--- config.mk ---
export PLATFORM = sky130hd
export DESIGN_NAME = uart_tx_arbiter
export DESIGN_NICKNAME = d
export VERILOG_FILES = /design/src/rtl/uart_pkg.sv /design/src/rtl/uart_tx_arbiter_rr_priority.sv /design/src/rtl/uart_tx_arbiter.sv
export SDC_FILE = /design/constraint.sdc
export NUM_CORES = 1
export LEC_CHECK = 0
export CORE_ASPECT_RATIO = 1.2
export CORE_MARGIN = 5
export CORE_UTILIZATION = 47
export DETAILED_ROUTE_END_ITERATION = 8
export GPL_TIMING_DRIVEN = 0
export PLACE_DENSITY = 0.81
export SYNTH_ARGS = -nofsm -noshare
export SYNTH_HDL_FRONTEND = slang
export SYNTH_HIERARCHICAL = 1
export SYNTH_SLANG_ARGS = --single-unit
export TNS_END_PERCENT = 50
--- constraint.sdc ---
create_clock -name clk -period 2.9 [get_ports clk]
set_input_delay 0.58 -clock clk [delete_from_list [all_inputs] [get_ports clk]]
set_output_delay 0.58 -clock clk [all_outputs]
set_load 0.02 [all_outputs]
--- src/rtl/uart_pkg.sv ---
// Shared types and defaults for the UART transmit-side arbiter.
package uart_pkg;

  localparam int UART_DBIT = 8;

  typedef enum logic {
    ARB_IDLE   = 1'b0,
    ARB_LOCKED = 1'b1
  } arb_state_t;

endpackage

--- src/rtl/uart_tx_arbiter_rr_priority.sv ---
// Rotate-and-find-first picker: returns the first set request at or after start_i, wrapping.
module rr_priority #(
  parameter int N  = 4,
  parameter int IW = (N > 1) ? $clog2(N) : 1
) (
  input  logic [N-1:0]  req_i,
  input  logic [IW-1:0] start_i,
  output logic [N-1:0]  pick_o,
  output logic [IW-1:0] idx_o
);

  logic found;
  int   j;

  always_comb begin
    pick_o = '0;
    idx_o  = '0;
    found  = 1'b0;
    j      = 0;
    for (int k = 0; k < N; k++) begin
      j = int'(start_i) + k;
      if (j >= N) j = j - N;
      if (!found && req_i[j]) begin
        found     = 1'b1;
        pick_o[j] = 1'b1;
        idx_o     = IW'(j);
      end
    end
  end

endmodule

--- src/rtl/uart_tx_arbiter.sv ---
// Packet-atomic round-robin arbiter sharing one UART TX FIFO write port among N_REQ requesters.
// The owner keeps the port until it delivers a byte marked last or the idle watchdog fires.
module uart_tx_arbiter
  import uart_pkg::*;
#(
  parameter int N_REQ   = 4,
  parameter int DBIT    = UART_DBIT,
  parameter int TIMEOUT = 1023
) (
  input  logic                  clk,
  input  logic                  reset,
  input  logic [N_REQ-1:0]      req_valid,
  input  logic [N_REQ*DBIT-1:0] req_data,
  input  logic [N_REQ-1:0]      req_last,
  output logic [N_REQ-1:0]      req_ready,
  output logic [N_REQ-1:0]      grant,
  output logic                  wr_uart,
  output logic [DBIT-1:0]       w_data,
  input  logic                  tx_full,
  output logic                  busy,
  output logic                  abort,
  output logic                  state_dbg
);

  localparam int          IW       = $clog2(N_REQ);
  localparam int          CW       = (TIMEOUT > 0) ? $clog2(TIMEOUT + 1) : 1;
  localparam bit          WD_EN    = (TIMEOUT > 0);
  localparam int unsigned TMAX     = (TIMEOUT > 0) ? TIMEOUT - 1 : 0;
  localparam logic [CW-1:0] CNT_MAX = TMAX[CW-1:0];
  localparam logic [IW-1:0] LAST_IDX = IW'(N_REQ - 1);

  arb_state_t       state_q;
  logic [IW-1:0]    owner_q;
  logic [IW-1:0]    last_owner_q;
  logic [N_REQ-1:0] grant_q;
  logic             busy_q;
  logic             abort_q;
  logic [CW-1:0]    cnt_q;

  logic             locked;
  logic             owner_valid;
  logic             owner_last;
  logic [DBIT-1:0]  owner_data;
  logic             xfer;
  logic [IW-1:0]    start_idx;
  logic [N_REQ-1:0] pick_oh;
  logic [IW-1:0]    pick_idx;

  assign locked      = (state_q == ARB_LOCKED);
  assign owner_valid = req_valid[owner_q];
  assign owner_last  = req_last[owner_q];
  assign owner_data  = req_data[owner_q*DBIT +: DBIT];
  assign xfer        = locked && owner_valid && !tx_full;
  assign start_idx   = (last_owner_q == LAST_IDX) ? '0 : last_owner_q + 1'b1;

  rr_priority #(.N(N_REQ), .IW(IW)) u_pick (
    .req_i   (req_valid),
    .start_i (start_idx),
    .pick_o  (pick_oh),
    .idx_o   (pick_idx)
  );

  // Ready and the write strobe follow tx_full combinationally so a full FIFO is never written.
  assign req_ready = (locked && !tx_full) ? grant_q : '0;
  assign wr_uart   = xfer;
  assign w_data    = xfer ? owner_data : '0;
  assign grant     = grant_q;
  assign busy      = busy_q;
  assign abort     = abort_q;
  assign state_dbg = state_q;

  always_ff @(posedge clk or negedge reset) begin
    if (!reset) begin
      state_q      <= ARB_IDLE;
      owner_q      <= '0;
      last_owner_q <= LAST_IDX;
      grant_q      <= '0;
      busy_q       <= 1'b0;
      abort_q      <= 1'b0;
      cnt_q        <= '0;
    end else begin
      abort_q <= 1'b0;
      case (state_q)
        ARB_IDLE: begin
          if (|req_valid) begin
            state_q <= ARB_LOCKED;
            owner_q <= pick_idx;
            grant_q <= pick_oh;
            busy_q  <= 1'b1;
            cnt_q   <= '0;
          end
        end
        ARB_LOCKED: begin
          if (xfer) begin
            cnt_q <= '0;
            if (owner_last) begin
              state_q      <= ARB_IDLE;
              last_owner_q <= owner_q;
              grant_q      <= '0;
              busy_q       <= 1'b0;
            end
          end else if (!owner_valid && WD_EN) begin
            // Firing on the increment that would reach TIMEOUT lands abort in the first idle cycle.
            if (cnt_q == CNT_MAX) begin
              state_q      <= ARB_IDLE;
              last_owner_q <= owner_q;
              grant_q      <= '0;
              busy_q       <= 1'b0;
              abort_q      <= 1'b1;
              cnt_q        <= '0;
            end else begin
              cnt_q <= cnt_q + 1'b1;
            end
          end
        end
        default: state_q <= ARB_IDLE;
      endcase
    end
  end

endmodule

# After elaboration in Yosys (flattened, before gate mapping)
# Cells that the tools add are included.
# word_totals
register_bits	21
in_bits	43
out_inout_bits	20
wordCells	135
# op_classes
addsub	9
n_lt_le_gt_ge	13
n_eq_ne	8
shift	1
n_mux	73
bitwise_logic	4
reduce_logical	20
# op_table
op	count
greater-or-equal comparator 32 x 1 -> 1 bit (second input constant)	4
less-than comparator 32 x 4 -> 1 bit (second input constant)	4
two-way mux 32 bit	4
greater-or-equal comparator 32 x 4 -> 1 bit (second input constant)	3
subtractor 32 x 4 -> 32 bit (second input constant)	3
two-way mux 10 bit	4
two-way mux 4 bit	10
variable part select 32 x 6 -> 8 bit	1
two-way mux 1 bit	31
one-hot mux 10 bit (2 select lines)	1
two-way mux 2 bit	9
binary-select mux 1 bit (select 2 bit)	6
OR 4 bit	3
adder 10 x 1 -> 10 bit (second input constant)	1
== test 10 bit (second input constant)	1
logical AND 1 bit	10
demux 1 bit (select 2 bit)	4
two-way mux 8 bit	1
one-hot mux 4 bit (2 select lines)	1
AND reduction 4 bit	2
adder 2 x 2 -> 3 bit (second input constant)	2
zero test 1 bit	4
!= test 2 bit (second input constant)	2
one-hot mux 1 bit (2 select lines)	2
other kinds (14)	15

# Depth between registers and ports, before layout
# depth
depth_word	19
mapped_depth	11
mapped_depth_nobuf	10

# By module
# Netlist, hierarchy kept.
# by_module_without_submodules
module	instances	cells_per_inst	area_each_um2	seq_area_each_um2
uart_tx_arbiter	1	155	1550.2	528.0
rr_priority	1	51	478.0	0.0

# Worst setup path after synthesis
# No wires, ideal clock.
# synth_path
path_kind	flip-flop to flip-flop
from	register last_owner_q[0]
to	register grant_q[0], in the netlist grant[0]
setup_ns	0.141
arrival_time_ns	2.482
t_required_ns	2.759
slack_ns	0.277
path_stages_with_launch	11
n_path_buf	1
period_less_slack_ns	2.623
cell_sequence	dfstp_2 > ha_1 > nor2_1 > buf_6 > inv_1 > ha_1 > mux4_2 > a221oi_1 > o2bb2ai_1 > mux2i_1 > o22ai_1
# synth_via
elab_chain_cells	19
word_cells_on_any_way	68
classes_between	add/sub: 8; order compare: 12; eq/ne: 1; mux: 34; bitwise: 3; reduce/logical: 10
# synth_rtl
item	line_no	source
start, declared	uart_tx_arbiter.sv:34	logic [IW-1:0] last_owner_q;
start signal, assigned	uart_tx_arbiter.sv:98	last_owner_q <= owner_q;
start signal, assigned	uart_tx_arbiter.sv:106	last_owner_q <= owner_q;
adder 2 x 1 -> 2 bit or == test 2 bit (tied branches)	uart_tx_arbiter.sv:54	assign start_idx = (last_owner_q == LAST_IDX) ? '0 : last_owner_q + 1'b1;
two-way mux 2 bit (*)	uart_tx_arbiter.sv:54	
named net start_idx[0]	uart_tx_arbiter.sv:45	logic [IW-1:0] start_idx;
parallel branches: the longest is 14 deep, another holds subtractor 32 x 4 -> 32 bit	-	
two-way mux 4 bit (*)	uart_tx_arbiter_rr_priority.sv:23	if (!found && req_i[j]) begin
named net pick_oh[0]	uart_tx_arbiter.sv:46	logic [N_REQ-1:0] pick_oh;
two-way mux 4 bit (*)	uart_tx_arbiter.sv:85	if (|req_valid) begin
one-hot mux 4 bit (2 select lines) (*)	uart_tx_arbiter.sv:83	case (state_q)
end signal, assigned	uart_tx_arbiter.sv:88	grant_q <= pick_oh;
end, declared	uart_tx_arbiter.sv:35	logic [N_REQ-1:0] grant_q;
# Mark *: on every way through the listed nets, which the timed path passes. The select of a mux whose other input is x is not followed.
# A chain may end at the register's enable or synchronous reset.

# Worst setup path in the final report
# layout_path
from	input port req_valid[3]
to	output port w_data[0]
# layout_via
elab_chain_cells	5
# layout_rtl
item	line_no	source
start, declared	uart_tx_arbiter.sv:12	input logic [N_REQ-1:0] req_valid,
binary-select mux 1 bit (select 2 bit)	uart_tx_arbiter.sv:50	assign owner_valid = req_valid[owner_q];
two-way mux 1 bit (not written as such)	uart_tx_arbiter.sv:50	
logical AND 1 bit (2 in a row)	uart_tx_arbiter.sv:53	assign xfer = locked && owner_valid && !tx_full;
two-way mux 8 bit	uart_tx_arbiter.sv:66	assign w_data = xfer ? owner_data : '0;
end, declared	uart_tx_arbiter.sv:18	output logic [DBIT-1:0] w_data,
# Every way passes these cells. The select of a mux whose other input is x is not followed.

==> results.txt <==
The run finished with clean final reports. Dividing the detail-routed wire length by the instance count gives 17.3 um. Compared with the post-synthesis result, the final layout area differs by 40.7%. Data on the critical path arrives at its endpoint at 2.28 ns. The worst-case headroom to the max-slew limit is 38.6%. For this design, the CTS-stage hold fixing added 0 buffers. The classification of the worst setup path is in -> out. The final clock skew is 0.00328 ns, and the number of inserted filler cells in the final layout is 346.

The total area inside the core boundary comes to 4230 um2. The average instance in the mapped netlist occupies 9.85 um2. Across the run, the number of max-cap violations was 0. The final worst-path setup slack is 0.0370 ns, and the number of remaining DRC errors is 0. After synthesis, the cell types taking the most area are sky130_fd_sc_hd__dfrtp_1 (23%), sky130_fd_sc_hd__mux4_2 (14%), sky130_fd_sc_hd__ha_1 (6.8%). Count of endpoints failing setup in the final report: 0. STA classifies the critical path startpoint as a primary input. The run gives 63 as the count of boundary I/O pins. Yosys mapped a number of flops with a built-in enable equal to 0. The number of H-tree branching levels was 1. The global placement routability congestion was 0.831; the share of the core filled with cells was 67.5%. The smallest clock period supported by the final layout is computed as 2.86 ns. Using the TritonRoute via totals, the vias-per-cell ratio works out to 5.86.

The detailed router finished its first iteration with 96 violations. The number of distinct library cell variants in the gate-level netlist after synthesis was 46; the data required time of the critical path was 2.32 ns. The run gives 0 as the total congestion overflow.

Setup repair after global routing left no endpoint under its margin. The sequential share of the synthesized area was 26.0%; the overall power consumption was 2.90 mW. The total number of yosys warnings is 6, and the achievable clock frequency is 0.349 GHz. The count of cells along the worst hold path came out at 2. The max-slew violation count is 0, and the via count of the first global-routing pass is 1934. At the later pin of the worst-skew pair, clock insertion delay measures 0.26 ns. For the number of antenna violations at the first check in global routing, the log shows 0. The detailed-placement wirelength estimate was 4350 um.

The height of the die works out to 82.0 um. Across every metal layer, demand over resource in global routing totals 19.6%. The first detailed-routing pass ran for 4 iterations. The ratio of cells with drive above 1 in the final layout works out to 18.9%.

The number of antenna-violating nets in the routed design is 0. The register bit total from synthesis was 21; the maximum number of pins on one net before global-route repair was 22. The tools report the count of endpoints failing hold in the final timing report as 0. In this run the worst hold path is classified as reg -> reg.

STA classifies the critical path endpoint as a primary output. Clock-pin slew was measured on the worst setup and hold paths at 0.08 ns. Summed over all layers, the routed wires come to 5710 um. The die is 70.0 um wide.

Registers take 528 um2. The number of inserted diodes came out at 0. The first global-routing pass estimated 9110 um of wire. After synthesis, the share of flip-flops with an asynchronous set or reset is 100%. For the cell area after synthesis, the log shows 2030 um2.

TritonCTS built the clock tree. Across the VDD grid, the largest voltage drop is 460 uV. The commonest cells after synthesis are sky130_fd_sc_hd__dfrtp_1 (19), sky130_fd_sc_hd__nand2_1 (19), sky130_fd_sc_hd__mux4_2 (13). The tightest hold margin was 0.566 ns; the number of buffers on the longest clock path was 2. Buffers inserted during clock tree synthesis total 3.

The count of buffers inserted at the top-level ports works out to 62. The cell type with the highest aggregate area in the netlist was sky130_fd_sc_hd__dfrtp_1. The via count of the routed design was 1940; the power density over cell area was 1020 nW/um2. In this run the worst path has a maximum fanout of 12. The starting density of the core is 48.0%, and the share of the clock period used by the worst path is 98.7%. The top flip-flop cell by instance count after synthesis is sky130_fd_sc_hd__dfrtp_1. The slew at the pin with the worst max-slew slack came out at 0.918 ns. The cell sitting at the root of the clock tree is a sky130_fd_sc_hd__clkbuf_8.

The area taken by multi-input logic gates is 1440 um2, and the count of standard-cell rows is 26. The clock sink count is 21. In this run the static leakage power is 1.21 nW. The worst register-to-register path has a depth of 11.

The synthesized design devotes to its leading area cell type 23.4% of total area. The net count of the finished layout is 330. The cell count after synthesis is 206. The die covers 5730 um2.

The number of nets in the synthesized netlist came out at 260. The tools report the setup slack after placement as -0.561 ns.
-- cells in the final DEF (no fill, tap or decap), drive strengths merged, types with 5 or more instances in the layout --
| master | instances |
|---|---|
| and2 | 6 |
| buf | 11 |
| clkdlybuf4s50 | 53 |
| o2bb2ai | 5 |
| ha | 11 |
| a31oi | 6 |
| mux2i | 7 |
| dfrtp | 19 |
| a221oi | 6 |
| dlygate4sd2 | 5 |
| o22ai | 12 |
| nor2b | 6 |
| clkbuf | 7 |
| o21ai | 5 |
| inv | 12 |
| and3 | 10 |
| nand3 | 10 |
| nand2 | 19 |
| nor2 | 8 |
| mux4 | 14 |
| nand2b | 5 |
| mux2 | 8 |
-- kinds of logic after synthesis --
family / after synthesis / share of synthesized area [%]
mux: 28 / 22.3
compound gates: 42 / 15.5
simple gates: 80 / 23.3
fa+ha+maj: 11 / 6.79
buf+inv: 24 / 5.98
flops: 21 / 26.0
-- metrics by stage --
stage | instance area, um2 | instances | TNS [ns]
6_report | 2850 | 331 | 0
5_1_grt | 2850 | 331 | 0
4_1_cts | 2790 | 329 | 0
3_5_place_dp | 2720 | 324 | -5.12
3_3_place_gp | 2720 | 324 | -5.12
2_1_floorplan | 2030 | 206 | 0
-- critical path, cell delays in order --
cell	delay, ns
sky130_fd_sc_hd__dlygate4sd2_1	0.38
sky130_fd_sc_hd__mux4_2	0.60
sky130_fd_sc_hd__and3_1	0.17
sky130_fd_sc_hd__clkdlybuf4s50_1	0.54
-- area by class of cell --
class | count | area share [%]
timing repair buffer | 65 | 22.7
multi-input combinational | 162 | 50.4
buffer | 11 | 2.85
clock buffer | 4 | 1.58
inverter | 12 | 1.58
tap | 56 | 2.46
sequential | 21 | 18.5
-- layer usage --
metal	track usage, %	vias to the layer above	wire (um)
met1	22.7	964	2210
met5	0	-	0
li1	-	929	-
met2	38.5	38	3290
met4	5.94	0	68
met3	1.71	9	149
-- path summary, 6_finish.rpt --
check | from | to | slack [ns]
worst max-delay path | req_valid[3] | w_data[0] | 0.04
worst min-delay path | last_owner_q[1] | last_owner_q[1] | 0.57
worst max register to register | last_owner_q[0] | owner_q[1] | 0.18
worst min register to register | last_owner_q[1] | last_owner_q[1] | 0.57
max in group asynchronous | reset | cnt_q[0] | 1.51
min in group asynchronous | reset | cnt_q[4] | 0.83
-- what timing repair did --
action	in CTS	in global routing
gates cloned	1	0
endpoints found under the setup margin	17	17
gates resized for setup	11	10
buffers inserted	1	2
-- sequential cells by signal, summed over array words and instances (netlist names) --
name and cells:
cnt_q 10, owner_q 2, grant 4, abort 1, busy 1, state_dbg 1, last_owner_q 2
-- power breakdown --
| group | internal, mW | switching (mW) | leakage [nW] | total, mW |
|---|---|---|---|---|
| clock network | 0.0979 | 0.0980 | 0.0228 | 0.196 |
| logic | 1.08 | 1.14 | 0.918 | 2.22 |
| registers | 0.384 | 0.100 | 0.268 | 0.484 |
(Power assumes the default switching activity.)
